[src/rtl/tdm_demultiplexer4x1.sv]
// ---------------------------------------------------------------------------
// tdm_demultiplexer4x1
//
// Receive side of a 4-slot time-division link. Serial beats arrive one
// channel at a time in slot order 0,1,2,3; this block frames on the sync
// marker, collects slots 0..2 in a shadow register and, when the slot 3 beat
// arrives, loads the complete 4-channel word onto w with a one-cycle
// w_valid pulse.
//
// Ports:
//   clk        system clock, rising edge
//   rst_n      asynchronous active-low reset
//   din        channel sample of the current beat (DATA_WIDTH bits)
//   din_valid  din carries a beat this cycle
//   sync       current valid beat is slot 0
//   flush      synchronous abort back to HUNT (wins over a same-cycle beat)
//   w          reconstructed word, channel k at [k*DATA_WIDTH +: DATA_WIDTH]
//   w_valid    one-cycle pulse, w has just been loaded with a new frame
//   slot       index of the next expected slot
//   locked     high while framed (LOCKED state)
//   sync_err   one-cycle pulse, sync seen at a nonzero slot while LOCKED
// ---------------------------------------------------------------------------
module tdm_demultiplexer4x1 #(
    parameter int DATA_WIDTH = 1
) (
    input  logic                    clk,
    input  logic                    rst_n,
    input  logic [DATA_WIDTH-1:0]   din,
    input  logic                    din_valid,
    input  logic                    sync,
    input  logic                    flush,
    output logic [4*DATA_WIDTH-1:0] w,
    output logic                    w_valid,
    output logic [1:0]              slot,
    output logic                    locked,
    output logic                    sync_err
);

    typedef enum logic {
        HUNT   = 1'b0,
        LOCKED = 1'b1
    } state_t;

    state_t state;

    // Only slots 0..2 need storage; the slot 3 beat goes straight into w.
    logic [DATA_WIDTH-1:0] shadow [3];

    // locked is a direct decode of the state flop, so it is registered.
    assign locked = (state == LOCKED);

    // Framing state machine plus the word assembly datapath. w_valid and
    // sync_err default low every cycle so they can only ever be one-cycle
    // pulses. flush is checked first so a beat arriving in the same cycle is
    // dropped without raising sync_err. In the misaligned-sync case the
    // stale shadow slots 1..2 are left in place: they are rewritten by the
    // new frame before slot 3 can complete, so they never reach w.
    always_ff @(posedge clk or negedge rst_n) begin
        if (!rst_n) begin
            state    <= HUNT;
            slot     <= 2'd0;
            w        <= '0;
            w_valid  <= 1'b0;
            sync_err <= 1'b0;
            for (int i = 0; i < 3; i++) begin
                shadow[i] <= '0;
            end
        end else begin
            w_valid  <= 1'b0;
            sync_err <= 1'b0;
            if (flush) begin
                state <= HUNT;
                slot  <= 2'd0;
            end else if (din_valid) begin
                case (state)
                    HUNT: begin
                        if (sync) begin
                            shadow[0] <= din;
                            slot      <= 2'd1;
                            state     <= LOCKED;
                        end
                    end
                    LOCKED: begin
                        if (sync && (slot != 2'd0)) begin
                            sync_err  <= 1'b1;
                            shadow[0] <= din;
                            slot      <= 2'd1;
                        end else begin
                            case (slot)
                                2'd0: shadow[0] <= din;
                                2'd1: shadow[1] <= din;
                                2'd2: shadow[2] <= din;
                                default: begin
                                    w       <= {din, shadow[2], shadow[1], shadow[0]};
                                    w_valid <= 1'b1;
                                end
                            endcase
                            slot <= slot + 2'd1;
                        end
                    end
                    default: begin
                        state <= HUNT;
                        slot  <= 2'd0;
                    end
                endcase
            end
        end
    end

endmodule

[config.mk]
export PLATFORM = sky130hd
export DESIGN_NAME = tdm_demultiplexer4x1
export DESIGN_NICKNAME = d
export VERILOG_FILES = /design/src/rtl/tdm_demultiplexer4x1.sv
export SDC_FILE = /design/constraint.sdc
export NUM_CORES = 1
export LEC_CHECK = 0
export ABC_AREA = 1
export BUFFER_PORTS_ARGS = -buffer_cell sky130_fd_sc_hd__buf_2
export CAP_MARGIN = 5
export CORE_MARGIN = 10
export CORE_UTILIZATION = 40
export CTS_BUF_LIST = sky130_fd_sc_hd__clkbuf_4 sky130_fd_sc_hd__clkbuf_8
export CTS_CLUSTER_DIAMETER = 200
export DETAILED_ROUTE_END_ITERATION = 7
export PLACE_DENSITY = 0.74
export SLEW_MARGIN = 40
export SYNTH_ARGS = -nofsm -noshare
export SYNTH_HDL_FRONTEND = slang
export SYNTH_SLANG_ARGS = --single-unit
[constraint.sdc]
create_clock -name clk -period 3 [get_ports clk]
set_input_delay 0.15 -clock clk [delete_from_list [all_inputs] [get_ports clk]]
set_output_delay 0.15 -clock clk [all_outputs]
set_load 0.02 [all_outputs]
**After elaboration in Yosys (flattened, before gate mapping)**

Cells that the tools add are included.

- Register bits: 12
- Latch bits: 0
- Memory bits (writable): 0
- Memory bits (read-only): 0
- Memories kept: 0

- $add $sub $neg: 1
- Multipliers: 0
- Divide/modulo/power cells: 0
- $lt $le $gt $ge: 0
- Equal/unequal tests: 5
- Shift-type cells: 0
- Mux-type cells: 22
- Bitwise logic cells: 4
- Reductions and logical operators: 10

Operators by type and width:

| operator | count |
|---|---|
| $mux 1 | 16 |
| $reduce_and 5->1 | 3 |
| $mux 2 | 4 |
| $not 1->1 | 4 |
| $pmux 2 s2 | 1 |
| $reduce_and 4->1 | 1 |
| $reduce_bool 2->1 | 2 |
| $ne 3x1->1 const B | 1 |
| $ne 3x3->1 const B | 1 |
| $reduce_or 3->1 | 1 |
| $add 2x1->2 const B | 1 |
| $eq 2x1->1 const B | 1 |
| $eq 2x2->1 const B | 1 |
| $logic_not 2->1 | 1 |
| $ne 2x2->1 const B | 1 |
| $pmux 1 s2 | 1 |
| $reduce_and 2->1 | 1 |
| $logic_and 1x1->1 | 1 |

**Longest topological paths before layout**

- Word-level depth: 7
- Depth in mapped cells: 9
- Mapped depth without buffers: 9

**Least setup slack after synthesis**

No wires, ideal clock.

- Path kind: reg-to-reg
- Start point: register slot[0]
- End point: register slot[0]
- Arrival: 1.245 ns
- Data required time: 2.883 ns
- Path slack: 1.638 ns
- Stages on the path, launching flop included: 10
- Buffers on the path: 0
- Path through: dfrtp_1 > inv_1 > ha_1 > inv_1 > nand2_1 > inv_1 > nor2_1 > nand2_1 > nand2_1 > nand2_1

- Cells in the longest elaborated chain, start to end: 6
- Elaborated cells between the ends (all ways): 7
- Those cells by class: 1 x add/sub; 4 x mux; 2 x reduce/logical

Ends and longest elaborated chain:

| what | line | text |
|---|---|---|
| start, declared | 34 | `output logic [1:0] slot,` |
| start signal, assigned | 98 | `slot <= slot + 2'd1;` |
| branches (longest 2 deep; another with $add 2x1->2) | - |  |
| $mux 2 (*) | 84 | `if (sync && (slot != 2'd0)) begin` |
| $pmux 2 s2 (*) | 75 | `case (state)` |
| $mux 2 (*) | 74 | `end else if (din_valid) begin` |
| $mux 2 (*) | 71 | `if (flush) begin` |

Mark *: on every way between the ends. The select of a mux whose other input is x is not followed.
A chain may end at the register's enable or synchronous reset.

**Final worst setup path**

Ends and elaborated chain as after synthesis.

==> qor.txt <==
Status -> complete, no violations
Initial antenna violation count -> 0
Unrepaired setup endpoints after global routing -> no
Maximum buffer depth of the clock tree -> 2
Wire length of the first global-routing pass -> 2145 um
CTS clk-pin slew, worst paths -> 0.08 ns
Post-DP HPWL -> 988.1 um
Area Growth Syn to Fin -> 23.28%
Post-route clock skew -> 0.003805 ns
Total Nets Final -> 99
Startpoint Class -> flip-flop
Synth Net Count -> 79
Detailed-route wire length per cell -> 12.06 um
Floorplan row count -> 13
Leakage power -> 0.0004296 uW
CTS tree -> yes
Layout fillers -> 137
Worst slew margin -> 81.67%
Pin count of the biggest net entering global routing -> 13
I/O pin count -> 15
Number of buffers created by CTS -> 3
Total clock sinks -> 12
Final worst path period need -> 1.393 ns
F_max -> 0.7181 GHz
Distinct cells, synth -> 9
Final-report setup violation count -> 0
DRC violation count after routing -> 0
IO buf count -> 14
Avg Vias per Cell -> 4.981
Critical setup path kind -> flip-flop to flip-flop
Number of standard cells after synthesis -> 69
Die Footprint -> 3375 um^2
Final Routed Wirelength -> 1242 um
Remaining Overflow, GRT -> 0
Leading cell types in the layout, fill and taps excluded -> 23 x nand2_1, 14 x buf_2, 12 x dfrtp_1, 10 x nand3_1, 8 x inv_1
CTS H-tree depth -> 1
Number of global-route vias before repair -> 518
Effective utilization at floorplan -> 43.53%
Dpl cell area -> 669.4 um^2
Hold crit path type -> primary input to flip-flop
Vias -> 513
Max Transition Viols Final -> 0
Cell Pwr Density -> 472.3 nW/um^2
Tcrit/Tclk final -> 46.42%
Max cap viols -> 0
Synthesized area divided by synthesized cell count -> 8.414 um^2
Post-synthesis register bit count -> 12
Overall die width -> 58.10 um
Gr usage total -> 8.118%
Total inserted antenna cells -> 0
Count of instances resized after the clock tree is built -> 0
Worst IR drop on VDD -> 0.0003270 V
Detailed router's first-iteration violation count -> 4
Worst endpoint data arrival time -> 1.56 ns
Number of iterations in the first detailed-routing pass -> 6
Worst endpoint required time -> 3.17 ns
Transition time of the tightest slew-check pin -> 0.2739 ns
Max FO, Critical Path -> 6
Final cell utilization of the core -> 53.66%
Die Span Y -> 58.10 um
Most common cell after layout, fill and taps aside -> nand2_1
Root Buffer -> clkbuf_4
Inst Count DP -> 98
Synth Cell Area -> 580.6 um^2
Count of synthesis-stage warnings from yosys -> 0
Core area -> 1334 um^2
Post-layout instance area -> 715.7 um^2
Clock Latency Late Sink -> 0.27 ns
Share of layout cells above drive strength 1 -> 21.59%
Setup tns final -> 0 ns
Post-Layout Cell Count -> 103
Kind of end point of the critical path -> flip-flop
Sequential cell area fraction in the yosys report -> 51.72%
Final weighted congestion in routability-driven placement -> 0.7868
ANT nets after route -> 0
Number of failing hold endpoints at the final stage -> 0
-- worst max-delay path, stage by stage, from the launching register on --
cell and delay, ns:
dfrtp_1 0.43, inv_1 0.10, ha_1 0.14, inv_1 0.04, nand2_1 0.14, inv_1 0.11
nor2_1 0.15, nand2_1 0.07, nand2_1 0.06, nand2_1 0.05
-- metrics by stage --
stage          hold WS [ns]  total power (uW)  setup slack [ns]
2_1_floorplan       -0.1456             197.3             1.638
3_3_place_gp        0.04095             211.8             1.651
3_5_place_dp        0.04012             212.3             1.616
4_1_cts             0.06340             343.5             1.610
5_1_grt             0.07582             355.7             1.469
6_report            0.07472             338.0             1.607
-- synth_stat cells --
cell       n  area share (%)
a211oi_1   1             1.3
dfrtp_1   12              52
ha_1       4             8.6
inv_1      8             5.2
nand2_1   23              15
nand3_1   10             8.6
nand4_1    3             3.2
nor2_1     7             4.5
nor2_4     1             1.9
-- routing by layer --
| metal | global-route usage, % | vias up | routed length, um |
|---|---|---|---|
| li1 | - | 260 | - |
| met1 | 8.302 | 236 | 581 |
| met2 | 13.04 | 15 | 553 |
| met3 | 4.575 | 2 | 90 |
| met4 | 4.027 | 0 | 17 |
| met5 | 0 | - | 0 |
-- cell type report --
type,count,area [um^2],area share [%]
timing repair buffer,15,80.08,11.19
inverter,8,30.03,4.196
sequential,12,300.3,41.96
clock buffer,4,36.28,5.070
tap,15,18.77,2.622
multi-input combinational,49,250.2,34.97
-- sequential cells by signal, indices dropped and copies added (netlist names) --
name / count
w_valid: 1
locked: 1
shadow: 3
sync_err: 1
slot: 2
w: 4
-- report_power, final --
group          internal (uW)  switching [uW]  leakage, uW
clock                   73.8            54.4    0.0000210
sequential               169            6.15     0.000164
combinational           12.0            22.9     0.000245
-- cells by family (layout without fill, tap and decap cells) --
kind of cell               after synthesis  in the layout  share of synthesized area (%)
AOI/OAI and AO/OA                        1              1                          1.294
adders and majority gates                4              4                          8.621
buffers and inverters                    8             27                          5.173
DFF                                     12             12                          51.72
and+or+nand+nor                         44             44                          33.19
-- repair_timing --
item / CTS / global route
hold endpoints to repair: 12 / 0
hold buffers: 1 / 0
buffers inserted: 0 / 0
-- path summary, 6_finish.rpt --
check	startpoint	slack, ns	cells after the start	to
setup reg to reg	slot[0]	1.61	9	slot[0]
min in group asynchronous	rst_n	0.29	2	sync_err
hold reg to reg	w[2]	0.47	2	w[2]
hold / removal	flush	0.07	2	locked
setup / recovery	slot[0]	1.61	9	slot[0]
max in group asynchronous	rst_n	2.50	2	shadow[0]
(Power assumes the default switching activity.)
